$ cat src/rtl/alu_issue_if.sv
`default_nettype none
// ============================================================================
// alu_issue_if : request / ALU / response bundle for alu_issue_unit
// Revision 1.0
// ============================================================================
interface alu_issue_if;
    // request side
    logic        req_valid;
    logic        req_ready;
    logic [2:0]  req_op;
    logic [31:0] req_a;
    logic [31:0] req_b;
    logic        req_dir;
    logic        req_use_carry;
    // towards the combinational ALU
    logic [31:0] alu_reg1;
    logic [31:0] alu_reg2;
    logic [2:0]  alu_op;
    logic        alu_cin;
    logic        alu_dir;
    // back from the ALU
    logic [31:0] alu_res;
    logic        alu_carry;
    logic        alu_zero;
    logic        alu_neg;
    logic        alu_upd_carry;
    // response and architectural state
    logic        rsp_valid;
    logic        rsp_ready;
    logic [31:0] rsp_res;
    logic        flag_c;
    logic        flag_z;
    logic        flag_n;
    logic        flag_clear;
    logic [15:0] op_count;

    modport slave (
        input  req_valid, req_op, req_a, req_b, req_dir, req_use_carry,
        output req_ready,
        output alu_reg1, alu_reg2, alu_op, alu_cin, alu_dir,
        input  alu_res, alu_carry, alu_zero, alu_neg, alu_upd_carry,
        output rsp_valid, rsp_res,
        input  rsp_ready,
        output flag_c, flag_z, flag_n, op_count,
        input  flag_clear
    );

    modport master (
        output req_valid, req_op, req_a, req_b, req_dir, req_use_carry,
        input  req_ready,
        input  alu_reg1, alu_reg2, alu_op, alu_cin, alu_dir,
        output alu_res, alu_carry, alu_zero, alu_neg, alu_upd_carry,
        input  rsp_valid, rsp_res,
        output rsp_ready,
        input  flag_c, flag_z, flag_n, op_count,
        output flag_clear
    );
endinterface
`default_nettype wire

$ cat src/rtl/alu_issue_unit.sv
`default_nettype none
// ============================================================================
// alu_issue_unit : issues one operation to an external ALU, captures result
//                  and flags, and returns them over a valid/ready response.
// Revision 1.0
// ============================================================================
module alu_issue_unit (
    input  wire logic  clk,
    input  wire logic  rst,
    alu_issue_if.slave bus
);
    localparam logic [15:0] COUNT_MAX = 16'hFFFF;

    typedef enum logic [1:0] {
        IDLE    = 2'd0,
        ISSUE   = 2'd1,
        CAPTURE = 2'd2,
        RESP    = 2'd3
    } state_t;

    state_t      state;
    state_t      state_nxt;
    logic        req_ready;
    logic        rsp_valid;
    logic        accept;
    logic        rsp_done;

    logic [31:0] alu_reg1;
    logic [31:0] alu_reg2;
    logic [2:0]  alu_op;
    logic        alu_cin;
    logic        alu_dir;
    logic [31:0] rsp_res;
    logic        flag_c;
    logic        flag_z;
    logic        flag_n;
    logic [15:0] op_count;

    // ------------------------------------------------------------------
    // Control FSM
    // ------------------------------------------------------------------
    always_ff @(posedge clk or posedge rst) begin
        if (rst) begin
            state <= IDLE;
        end else begin
            state <= state_nxt;
        end
    end

    always_comb begin
        state_nxt = state;
        req_ready = 1'b0;
        rsp_valid = 1'b0;
        accept    = 1'b0;
        rsp_done  = 1'b0;
        case (state)
            IDLE: begin
                req_ready = 1'b1;
                if (bus.req_valid) begin
                    accept    = 1'b1;
                    state_nxt = ISSUE;
                end
            end
            ISSUE: begin
                state_nxt = CAPTURE;
            end
            CAPTURE: begin
                state_nxt = RESP;
            end
            RESP: begin
                rsp_valid = 1'b1;
                if (bus.rsp_ready) begin
                    rsp_done  = 1'b1;
                    state_nxt = IDLE;
                end
            end
            default: begin
                state_nxt = IDLE;
            end
        endcase
    end

    // ------------------------------------------------------------------
    // ALU operand registers: loaded only on accept, so they stay stable
    // for the whole operation and the carry-in is frozen at accept time.
    // ------------------------------------------------------------------
    always_ff @(posedge clk or posedge rst) begin
        if (rst) begin
            alu_reg1 <= '0;
            alu_reg2 <= '0;
            alu_op   <= '0;
            alu_cin  <= 1'b0;
            alu_dir  <= 1'b0;
        end else if (accept) begin
            alu_reg1 <= bus.req_a;
            alu_reg2 <= bus.req_b;
            alu_op   <= bus.req_op;
            alu_cin  <= bus.req_use_carry & flag_c;
            alu_dir  <= bus.req_dir;
        end
    end

    // ------------------------------------------------------------------
    // Result capture
    // ------------------------------------------------------------------
    always_ff @(posedge clk or posedge rst) begin
        if (rst) begin
            rsp_res <= '0;
        end else if (state == CAPTURE) begin
            rsp_res <= bus.alu_res;
        end
    end

    // A capture beats a simultaneous clear for Z/N; for C a clear only
    // lands when the ALU is not updating the carry.
    always_ff @(posedge clk or posedge rst) begin
        if (rst) begin
            flag_c <= 1'b0;
            flag_z <= 1'b0;
            flag_n <= 1'b0;
        end else if (state == CAPTURE) begin
            flag_z <= bus.alu_zero;
            flag_n <= bus.alu_neg;
            if (bus.alu_upd_carry) begin
                flag_c <= bus.alu_carry;
            end else if (bus.flag_clear) begin
                flag_c <= 1'b0;
            end
        end else if (bus.flag_clear) begin
            flag_c <= 1'b0;
            flag_z <= 1'b0;
            flag_n <= 1'b0;
        end
    end

    // ------------------------------------------------------------------
    // Completed-response counter, saturating
    // ------------------------------------------------------------------
    always_ff @(posedge clk or posedge rst) begin
        if (rst) begin
            op_count <= '0;
        end else if (rsp_done && (op_count != COUNT_MAX)) begin
            op_count <= op_count + 16'd1;
        end
    end

    assign bus.req_ready = req_ready;
    assign bus.rsp_valid = rsp_valid;
    assign bus.rsp_res   = rsp_res;
    assign bus.alu_reg1  = alu_reg1;
    assign bus.alu_reg2  = alu_reg2;
    assign bus.alu_op    = alu_op;
    assign bus.alu_cin   = alu_cin;
    assign bus.alu_dir   = alu_dir;
    assign bus.flag_c    = flag_c;
    assign bus.flag_z    = flag_z;
    assign bus.flag_n    = flag_n;
    assign bus.op_count  = op_count;

endmodule
`default_nettype wire
$ cat src/flat_wrapper.sv
// flat-port wrapper written by rule: the top's interface ports become plain ports
module alu_issue_unit_flat 
  (clk, rst, bus_req_valid, bus_req_op, bus_req_a, bus_req_b, bus_req_dir, bus_req_use_carry, bus_req_ready, bus_alu_reg1, bus_alu_reg2, bus_alu_op, bus_alu_cin, bus_alu_dir, bus_alu_res, bus_alu_carry, bus_alu_zero, bus_alu_neg, bus_alu_upd_carry, bus_rsp_valid, bus_rsp_res, bus_rsp_ready, bus_flag_c, bus_flag_z, bus_flag_n, bus_op_count, bus_flag_clear);
  alu_issue_if bus_i ();
  input  wire logic clk;
  input  wire logic rst;
  input wire logic [$bits(bus_i.req_valid)-1:0] bus_req_valid;
  input wire logic [$bits(bus_i.req_op)-1:0] bus_req_op;
  input wire logic [$bits(bus_i.req_a)-1:0] bus_req_a;
  input wire logic [$bits(bus_i.req_b)-1:0] bus_req_b;
  input wire logic [$bits(bus_i.req_dir)-1:0] bus_req_dir;
  input wire logic [$bits(bus_i.req_use_carry)-1:0] bus_req_use_carry;
  output wire logic [$bits(bus_i.req_ready)-1:0] bus_req_ready;
  output wire logic [$bits(bus_i.alu_reg1)-1:0] bus_alu_reg1;
  output wire logic [$bits(bus_i.alu_reg2)-1:0] bus_alu_reg2;
  output wire logic [$bits(bus_i.alu_op)-1:0] bus_alu_op;
  output wire logic [$bits(bus_i.alu_cin)-1:0] bus_alu_cin;
  output wire logic [$bits(bus_i.alu_dir)-1:0] bus_alu_dir;
  input wire logic [$bits(bus_i.alu_res)-1:0] bus_alu_res;
  input wire logic [$bits(bus_i.alu_carry)-1:0] bus_alu_carry;
  input wire logic [$bits(bus_i.alu_zero)-1:0] bus_alu_zero;
  input wire logic [$bits(bus_i.alu_neg)-1:0] bus_alu_neg;
  input wire logic [$bits(bus_i.alu_upd_carry)-1:0] bus_alu_upd_carry;
  output wire logic [$bits(bus_i.rsp_valid)-1:0] bus_rsp_valid;
  output wire logic [$bits(bus_i.rsp_res)-1:0] bus_rsp_res;
  input wire logic [$bits(bus_i.rsp_ready)-1:0] bus_rsp_ready;
  output wire logic [$bits(bus_i.flag_c)-1:0] bus_flag_c;
  output wire logic [$bits(bus_i.flag_z)-1:0] bus_flag_z;
  output wire logic [$bits(bus_i.flag_n)-1:0] bus_flag_n;
  output wire logic [$bits(bus_i.op_count)-1:0] bus_op_count;
  input wire logic [$bits(bus_i.flag_clear)-1:0] bus_flag_clear;
  assign bus_i.req_valid = bus_req_valid;
  assign bus_i.req_op = bus_req_op;
  assign bus_i.req_a = bus_req_a;
  assign bus_i.req_b = bus_req_b;
  assign bus_i.req_dir = bus_req_dir;
  assign bus_i.req_use_carry = bus_req_use_carry;
  assign bus_req_ready = bus_i.req_ready;
  assign bus_alu_reg1 = bus_i.alu_reg1;
  assign bus_alu_reg2 = bus_i.alu_reg2;
  assign bus_alu_op = bus_i.alu_op;
  assign bus_alu_cin = bus_i.alu_cin;
  assign bus_alu_dir = bus_i.alu_dir;
  assign bus_i.alu_res = bus_alu_res;
  assign bus_i.alu_carry = bus_alu_carry;
  assign bus_i.alu_zero = bus_alu_zero;
  assign bus_i.alu_neg = bus_alu_neg;
  assign bus_i.alu_upd_carry = bus_alu_upd_carry;
  assign bus_rsp_valid = bus_i.rsp_valid;
  assign bus_rsp_res = bus_i.rsp_res;
  assign bus_i.rsp_ready = bus_rsp_ready;
  assign bus_flag_c = bus_i.flag_c;
  assign bus_flag_z = bus_i.flag_z;
  assign bus_flag_n = bus_i.flag_n;
  assign bus_op_count = bus_i.op_count;
  assign bus_i.flag_clear = bus_flag_clear;
  alu_issue_unit u_core (.clk(clk), .rst(rst), .bus(bus_i));
endmodule
$ cat config.mk
export PLATFORM = sky130hd
export DESIGN_NAME = alu_issue_unit_flat
export DESIGN_NICKNAME = d
export VERILOG_FILES = /design/src/rtl/alu_issue_if.sv /design/src/rtl/alu_issue_unit.sv /design/src/flat_wrapper.sv
export SDC_FILE = /design/constraint.sdc
export NUM_CORES = 1
export LEC_CHECK = 0
export BUFFER_PORTS_ARGS = -buffer_cell sky130_fd_sc_hd__buf_2
export CAP_MARGIN = 5
export CORE_ASPECT_RATIO = 0.9
export CORE_MARGIN = 4
export CORE_UTILIZATION = 43
export CTS_BUF_LIST = sky130_fd_sc_hd__clkbuf_4 sky130_fd_sc_hd__clkbuf_8
export DETAILED_ROUTE_END_ITERATION = 7
export GPL_ROUTABILITY_DRIVEN = 0
export PLACE_DENSITY = 0.89
export SLEW_MARGIN = 20
export SYNTH_ARGS = -nofsm -noshare
export SYNTH_HDL_FRONTEND = slang
export SYNTH_SLANG_ARGS = --single-unit
$ cat constraint.sdc
create_clock -name clk -period 3.4 [get_ports clk]
set_input_delay 0.17 -clock clk [delete_from_list [all_inputs] [get_ports clk]]
set_output_delay 0.17 -clock clk [all_outputs]
set_load 0.02 [all_outputs]
==> results.sh, run 1 <==
export IMPL_ys_flop_type="dfrtp_1"
export IMPL_clockBufferDepth=2
export IMPL_max_cap_violations=0
export IMPL_reg2reg_slack_ns=1.23
export IMPL_critPathTopFamily="adder cells"
export IMPL_cts_buffers=17
export IMPL_start_kind="flop"
export IMPL_reg2reg_to="u_core.bus.flag_c"
export IMPL_crit_arrival_ns=2.53
export IMPL_cts_max_level=4
export IMPL_hp_start="bus_flag_clear"
export IMPL_synth_distinct_cells=34
export IMPL_final_cell_mix="231 x buf_2, 122 x dfrtp_1, 106 x dlygate4sd3_1"
export IMPL_nFillCells=728
export IMPL_post_cts_buffers=0
export IMPL_wl_per_cell_um=17.0
export IMPL_dieHeight_um=108
export IMPL_min_to="u_core.bus.flag_c"
export IMPL_design_area_um2=7620
export IMPL_critPathKind="reg -> reg"
export IMPL_setup_slack_ns=1.23
export IMPL_cp_slowest_cell="ha_2"
export IMPL_insertedDiodeCount=0
export IMPL_grt_overflow_total=0
export IMPL_insertion_delay_ns=0.42
export IMPL_grt_start_max_net_pins=123
export IMPL_power_density_nw_per_um2=898
export IMPL_nets=777
export IMPL_port_buffers=231
export IMPL_syn2layout_area_growth_pct=59.3
export IMPL_cp_cell_sequence="inv_1 > ha_2 > nand3_1 > dlygate4sd3_1 > nand2_1"
export IMPL_fin_setup_tns_ns=0
export IMPL_synth_seq_cells=122
export IMPL_ff2ff_path_depth=5
export IMPL_drt_first_pass_iters=4
export IMPL_hold_class="in -> reg"
export IMPL_layout_commonest_cell="buf_2"
export IMPL_routed_wl_um=14100
export IMPL_drive_gt1_share_pct=55.2
export IMPL_synthCells=316
export IMPL_grt_setup_unrepaired="no"
export IMPL_crit_path_end_kind="flop"
export IMPL_syn_area_um2=4780
export IMPL_cts_clk_slew_worst_paths_ns=0.07
export IMPL_timing_final_hold_violations=0
export IMPL_r2r_start="u_core.state[0]"
export IMPL_antenna_found_initial=0
export IMPL_ant_nets=0
export IMPL_vias=3952
export IMPL_leakage_uw=0.00374
export IMPL_cts_root_buf="clkbuf_8"
export IMPL_setup_viol=0
export IMPL_min_period_ns=2.17
export IMPL_clock_skew_ns=0.00792
export IMPL_synth_avg_cell_area_um2=15.1
export IMPL_cp_num_buf_inv=2
export IMPL_syn_num_nets=430
export IMPL_grtUsageTotal_pct=22.4
export IMPL_relSlewSlack_pct=38.8
export IMPL_grt_pass1_vias=4404
export IMPL_initial_core_util_pct=44.1
export IMPL_cp_required_ns=3.76
export IMPL_core_area_um2=10900
export IMPL_place_area_um2=6130
export IMPL_vias_per_cell=4.77
export IMPL_outcome="completed"
export IMPL_num_rows=36
export IMPL_ys_seq_area_share_pct=63.8
export IMPL_synth_edf_count=0
export IMPL_crit_fanout=38
export IMPL_dieArea_um2=12900
export IMPL_synth_warnings=0
export IMPL_drc=0
export IMPL_die_w_um=119
export IMPL_grt_pass1_wl_um=22400
export IMPL_fmax_mhz=461
export IMPL_cts_sinks=122
export IMPL_cpPeakStageDelay_ns=0.79
export IMPL_dp_slack_ns=1.44
export IMPL_slew_violations=0
export IMPL_io_pins=232
export IMPL_holdPathStages=3
export IMPL_dp_hpwl_um=8500
export IMPL_tritoncts="built"
export IMPL_finalCritPeriodShare_pct=63.9
export IMPL_drt_iter0_drc=148
export IMPL_peakVddDrop_mv=0.558
export IMPL_synthArstFlopShare_pct=100
export IMPL_worst_pin_slew_ns=0.918
==> tightest hold or removal path, delay by kind of cell <==
family / cells / cell delay (ns)
buf+inv: 1 / 0.10
simple gates: 2 / 0.16
==> where the power goes <==
part	internal, uW	switching [uW]
clock	778	567
combinational	1310	1680
sequential	2130	389
==> registers in the layout, indices dropped and copies added, names as in the netlist <==
name,cells
u_core.bus.alu_cin,1
u_core.bus.alu_dir,1
u_core.bus.alu_op,3
u_core.bus.alu_reg1,32
u_core.bus.alu_reg2,32
u_core.bus.flag_c,1
u_core.bus.flag_n,1
u_core.bus.flag_z,1
u_core.bus.op_count,16
u_core.bus.rsp_res,32
u_core.state,2
==> cell usage after synthesis (2+ instances only) <==
master    count  area, um2
a21oi_1       2       10.0
a22o_1        2       17.5
and3_1        3       18.8
buf_1         9       33.8
dfrtp_1     122       3050
ha_1          4       50.1
inv_1         7       26.3
mux2_2      101       1140
nand2_1       9       33.8
nand2b_1      2       12.5
nand3_1       7       35.0
nand4_1       4       25.0
nand4b_1      2       17.5
nor2_1        7       26.3
nor3_1        5       25.0
nor3b_1       2       15.0
o21ai_0       3       15.0
xnor2_1       6       52.6
xor2_1        4       35.0
==> metrics by stage <==
step | cells | util, % | hold WS, ns | power (uW)
6_report | 828 | 70.2 | 0.0532 | 6840
5_1_grt | 828 | 70.2 | 0.0435 | 7210
4_1_cts | 828 | 70.2 | 0.00348 | 6830
3_5_place_dp | 690 | 56.5 | 0.405 | 5370
3_3_place_gp | 690 | 56.5 | 0.396 | 5250
2_1_floorplan | 316 | - | 0.308 | 4340
==> per-layer routing <==
layer | GRT usage, % | share of wire [%] | vias up
met3 | 7.37 | 7.7 | 34
li1 | - | - | 1809
met5 | 0 | 0 | -
met4 | 9.43 | 2.5 | 0
met1 | 23.3 | 37 | 1930
met2 | 41.6 | 53 | 179
==> cells by family after synthesis <==
group	after synthesis	share of synthesized area, %
compound gates	9	1.23
xor+xnor	10	1.83
fa+ha+maj	4	1.05
buf+inv	18	1.44
flops	122	63.8
mux	104	24.5
simple gates	49	6.07
==> repair_timing <==
item                                   in CTS  in global routing
hold buffers                              106                  0
endpoints found under the hold margin     226                  0
gates resized for setup                     0                  0
==> how the worst max path moves through the flow <==
stage / from / end / slack, ns / cells after the start
after floorplan: u_core.state[0] / u_core.bus.op_count[9] / 1.54 / 5
after detailed placement: u_core.state[0] / u_core.bus.alu_reg1[27] / 1.44 / 5
after global placement: u_core.state[0] / u_core.bus.alu_reg1[11] / 1.52 / 5
final: u_core.state[0] / u_core.bus.flag_c / 1.23 / 5
after CTS: u_core.state[0] / u_core.bus.flag_c / 1.24 / 5
after global routing: u_core.state[0] / u_core.bus.flag_c / 1.07 / 5
==> final cells by class <==
class | instances | area (um2) | share of cell area, %
Clock inverter | 12 | 146 | 1.92
Tap cell | 152 | 190 | 2.50
Clock buffer | 20 | 275 | 3.61
Timing Repair Buffer | 339 | 2260 | 29.6
Sequential cell | 122 | 3050 | 40.1
Inverter | 7 | 30.0 | 0.394
Multi-Input combinational cell | 176 | 1670 | 21.9
Note: power is estimated with default switching activity, not from simulation.
==> run 2, diff against run 1 <==
CORE_UTILIZATION = 48   (was 43)
PLACE_DENSITY = 0.94   (was 0.89)
clock period = 2.25 ns   (was 3.4 ns; I/O delays follow)
==> run 2 against run 1 <==
Total power rose by 53%. Clock-buffer cell count did not move. Final cell count fell by 2.5%. Critical path type unchanged. Largest cell class unchanged.
==> results.sh, run 2 (synthesis results as in run 1) <==
export IMPL_crit_arrival_ns=2.32
export IMPL_dp_slack_ns=0.388
export IMPL_start_kind="flop"
export IMPL_hold_class="in -> reg"
export IMPL_final_cell_mix="231 x buf_2, 122 x dfrtp_1, 108 x dlygate4sd3_1"
export IMPL_instances_no_fill=807
export IMPL_dieArea_um2=11600
export IMPL_hold_worst_slack_ns=0.0516
export IMPL_finalCritPeriodShare_pct=90.0
export IMPL_fin_setup_tns_ns=0
export IMPL_dp_hpwl_um=8770
export IMPL_clockBufferDepth=2
export IMPL_cts_sinks=122
export IMPL_wl_per_cell_um=18.0
export IMPL_drive_gt1_share_pct=55.1
export IMPL_outcome="completed"
export IMPL_nFillCells=566
export IMPL_cts_clk_slew_worst_paths_ns=0.07
export IMPL_cts_max_level=4
export IMPL_drc=0
export IMPL_critPathKind="reg -> reg"
export IMPL_post_cts_resized=0
export IMPL_drt_iter0_drc=120
export IMPL_r2r_start="u_core.state[0]"
export IMPL_setup_worst_path_start="u_core.state[0]"
export IMPL_peakVddDrop_mv=0.946
export IMPL_grt_start_max_net_pins=72
export IMPL_fmax_mhz=494
export IMPL_antenna_found_initial=0
export IMPL_placedCellCount=667
export IMPL_vias_per_cell=4.95
export IMPL_routed_wl_um=14500
export IMPL_worst_pin_slew_ns=0.618
export IMPL_setup_viol=0
export IMPL_vias=3994
export IMPL_post_cts_buffers=0
export IMPL_setup_slack_ns=0.224
export IMPL_max_cap_violations=0
export IMPL_holdPathStages=3
export IMPL_core_area_um2=9700
export IMPL_nets=782
export IMPL_leakage_uw=0.00378
export IMPL_slew_violations=0
export IMPL_power_density_nw_per_um2=1370
export IMPL_cp_required_ns=2.55
export IMPL_insertion_delay_ns=0.41
export IMPL_relSlewSlack_pct=58.8
export IMPL_crit_path_end_kind="flop"
export IMPL_cts_root_buf="clkbuf_8"
export IMPL_tritoncts="built"
export IMPL_drt_first_pass_iters=7
export IMPL_layout_commonest_cell="buf_2"
export IMPL_cts_buffers=17
export IMPL_crit_fanout=38
export IMPL_timing_final_hold_violations=0
export IMPL_grt_setup_unrepaired="no"
export IMPL_num_rows=34
export IMPL_total_power_uw=10500
export IMPL_port_buffers=231
export IMPL_ff2ff_path_depth=7
export IMPL_grt_pass1_vias=4653
export IMPL_grt_overflow_total=0
export IMPL_grtUsageTotal_pct=25.4
export IMPL_top_regs="u_core.bus.alu_reg1 (32), u_core.bus.alu_reg2 (32), u_core.bus.rsp_res (32)"
export IMPL_grt_pass1_wl_um=22800
export IMPL_ant_nets=0
export IMPL_io_pins=232
export IMPL_syn2layout_area_growth_pct=59.6
export IMPL_min_period_ns=2.03
export IMPL_clock_skew_ns=0.0153
export IMPL_die_w_um=113
export IMPL_insertedDiodeCount=0
export IMPL_hp_start="bus_rsp_ready"
export IMPL_hold_buffers=108
export IMPL_dieHeight_um=103
export IMPL_initial_core_util_pct=49.3
-- run 2: cell count changes in the layout (fill, tap and decap cells not counted), sizes merged --
| cell | previous run | this run |
|---|---|---|
| buf | 233 | 236 |
| dlygate4sd3 | 106 | 108 |
| clkinv | 6 | 7 |
| bufinv | 3 | 4 |
| clkinvlp | 4 | 2 |
-- run 2: layout make-up --
type                       count  area (um2)  share of cell area (%)
sequential                   122        3050                    40.0
tap                          126         158                    2.07
multi-input combinational    176        1660                    21.8
clock inverter                12         174                    2.28
inverter                       7        30.0                   0.393
clock buffer                  20         256                    3.36
timing repair buffer         344        2300                    30.1
-- run 2: worst paths after layout --
check                                               end  slack [ns]
max in group asynchronous       u_core.bus.alu_reg1[20]        1.32
min in group asynchronous       u_core.bus.alu_reg1[26]        0.37
worst max register to register        u_core.bus.flag_c        0.22
worst min register to register  u_core.bus.alu_reg1[26]        0.50
worst min-delay path             u_core.bus.op_count[2]        0.05
worst max-delay path                  u_core.bus.flag_c        0.22
-- run 2: stage by stage --
stage | util [%] | cell area (um2)
2_1_floorplan | - | 4790
3_3_place_gp | 63.1 | 6120
3_5_place_dp | 63.1 | 6120
4_1_cts | 78.7 | 7630
5_1_grt | 78.7 | 7630
6_report | 78.7 | 7630
-- run 2: worst max-delay path: stages (launching register included) --
cell and delay, ns:
dfrtp_1 0.41, inv_1 0.09, ha_1 0.15, buf_4 0.41, nand2_1 0.10, nand3b_1 0.12, dlygate4sd3_1 0.56, nand2_1 0.06
-- run 2: power by group --
part           total, uW  switching (uW)  internal [uW]  leakage, uW
clock network       2100             858           1240     0.000221
registers           3790             582           3210      0.00146
logic               4580            2600           1990      0.00209
-- run 2: metal layers --
metal	up-vias	part of all wire [%]	global-route usage, %
li1	1822	-	-
met1	1929	35	26.3
met3	58	6.9	8.04
met4	0	4.2	14.7
met5	-	0	0
met2	185	54	46.0
==> run 3, diff against run 2 <==
CORE_UTILIZATION = 46   (was 48)
CTS_BUF_LIST = default   (was sky130_fd_sc_hd__clkbuf_4 sky130_fd_sc_hd__clkbuf_8)
PLACE_DENSITY = 0.91   (was 0.94)
==> run 3 against run 2 <==
Core utilization fell by 1.8 points. Maximum frequency rose by 7.5%. Critical endpoint is now u_core.bus.op_count[9]. Worst setup slack improved by 0.14 ns. Largest power group unchanged. Via count rose by 0.80%. Clock-buffer cell count fell by 1. Final area rose by 2.8%.
==> results.sh, run 3 (synthesis results as in run 1) <==
export IMPL_outcome="completed"
export IMPL_peakVddDrop_mv=0.972
export IMPL_reg2reg_slack_ns=0.36
export IMPL_r2r_start="u_core.state[1]"
export IMPL_nets=782
export IMPL_grt_pass1_wl_um=23600
export IMPL_critPathKind="reg -> reg"
export IMPL_drive_gt1_share_pct=55.2
export IMPL_routed_wl_um=14900
export IMPL_die_w_um=115
export IMPL_relSlewSlack_pct=52.5
export IMPL_layout_commonest_cell="buf_2"
export IMPL_worst_pin_slew_ns=0.711
export IMPL_min_to="u_core.bus.flag_c"
export IMPL_clockBufferDepth=2
export IMPL_final_cell_mix="231 x buf_2, 122 x dfrtp_1, 107 x dlygate4sd3_1"
export IMPL_dieArea_um2=12100
export IMPL_setup_viol=0
export IMPL_core_area_um2=10200
export IMPL_max_cap_violations=0
export IMPL_hold_worst_slack_ns=0.0437
export IMPL_initial_core_util_pct=46.9
export IMPL_power_density_nw_per_um2=1440
export IMPL_wl_per_cell_um=18.4
export IMPL_hold_class="in -> reg"
export IMPL_reg2reg_to="u_core.bus.op_count[9]"
export IMPL_cts_max_level=4
export IMPL_slew_violations=0
export IMPL_crit_path_end_kind="flop"
export IMPL_setup_worst_path_start="u_core.state[1]"
export IMPL_dp_hpwl_um=8540
export IMPL_fmax_mhz=530
export IMPL_start_kind="flop"
export IMPL_timing_final_hold_violations=0
export IMPL_nFillCells=553
export IMPL_grtUsageTotal_pct=25.3
export IMPL_ant_nets=0
export IMPL_tritoncts="built"
export IMPL_grt_setup_unrepaired="no"
export IMPL_vias=4026
export IMPL_cts_clk_slew_worst_paths_ns=0.06
export IMPL_vias_per_cell=4.96
export IMPL_fin_setup_tns_ns=0
export IMPL_grt_overflow_total=0
export IMPL_top_layer="met4"
export IMPL_top_regs="u_core.bus.alu_reg1 (32), u_core.bus.alu_reg2 (32), u_core.bus.rsp_res (32)"
export IMPL_drt_first_pass_iters=4
export IMPL_cts_buffers=17
export IMPL_dr_wl_met3_um=1080
export IMPL_num_rows=35
export IMPL_cts_root_buf="clkbuf_16"
export IMPL_finalCritPeriodShare_pct=83.8
export IMPL_holdPathStages=4
export IMPL_hp_start="bus_alu_upd_carry"
export IMPL_drc=0
export IMPL_insertion_delay_ns=0.41
export IMPL_cts_sinks=122
export IMPL_wl_met1_um=5500
export IMPL_min_period_ns=1.89
export IMPL_dieHeight_um=105
export IMPL_total_power_uw=11300
export IMPL_clock_skew_ns=0.00896
export IMPL_wl_met2_um=7680
export IMPL_antenna_found_initial=1
export IMPL_cp_required_ns=2.53
export IMPL_post_cts_buffers=0
export IMPL_syn2layout_area_growth_pct=64.0
export IMPL_finish_utilization_pct=76.9
export IMPL_io_pins=232
export IMPL_grt_pass1_vias=4608
export IMPL_ff2ff_path_depth=5
export IMPL_seqCellArea_um2=3050
export IMPL_port_buffers=231
export IMPL_crit_fanout=5
export IMPL_crit_arrival_ns=2.16
export IMPL_grt_start_max_net_pins=50
export IMPL_leakage_uw=0.00386
export IMPL_multi_input_area_um2=1670
export IMPL_drt_iter0_drc=235
-- run 3: changes by cell type in the layout (fill, tap and decap cells not counted), sizes merged --
cell	delta
clkinvlp	+2
clkinv	-3
diode	+1
buf	+1
inv	+2
dlygate4sd3	-1
clkbuf	-1
-- run 3: area by class of cell --
class / instances / area share [%]
flip-flops and latches: 122 / 38.9
clock inverters: 13 / 2.44
multi-input cells: 176 / 21.2
inverters: 7 / 0.383
clock buffers: 19 / 5.65
well taps: 129 / 2.06
diodes: 1 / 0.0319
repair buffers: 344 / 29.3
-- run 3: power breakdown --
group	switching [uW]	internal (uW)	total, uW
Combinational	2630	1990	4610
Sequential	615	3220	3830
Clock	997	1890	2890
Total	4240	7100	11300
-- run 3: how the worst max path moves through the flow --
stage                                   to  slack (ns)  depth (start not counted)
finish              u_core.bus.op_count[9]        0.36                          5
global route        u_core.bus.op_count[1]        0.30                          5
CTS                 u_core.bus.op_count[9]        0.36                          5
detailed placement  u_core.bus.op_count[9]        0.37                          5
global placement    u_core.bus.op_count[9]        0.51                          5
floorplan           u_core.bus.op_count[9]        0.39                          5
-- run 3: per-layer routing --
metal	vias to the layer above	global-route usage, %
met5	-	0
met4	0	12.8
met3	49	6.37
met2	209	44.7
met1	1946	27.7
li1	1822	-
-- run 3: critical path, cell delays in order (launching register included) --
cell	delay, ns
dfrtp_1	0.37
ha_1	0.26
nand2_1	0.14
or2_1	0.28
or3_1	0.37
mux2_1	0.34
-- run 3: repair_timing --
item                      in CTS  in global routing
hold endpoints to repair     132                  0
hold buffers                 107                  0
resized for setup              0                  0
-- run 3: stage by stage --
stage                     cell area [um2]  std cells  setup WS [ns]
after detailed placement             6140        671          0.366
after global placement               6140        671          0.511
after CTS                            7840        810          0.362
after floorplan                      4790        316          0.386
final                                7840        811          0.365
after global routing                 7840        811          0.301
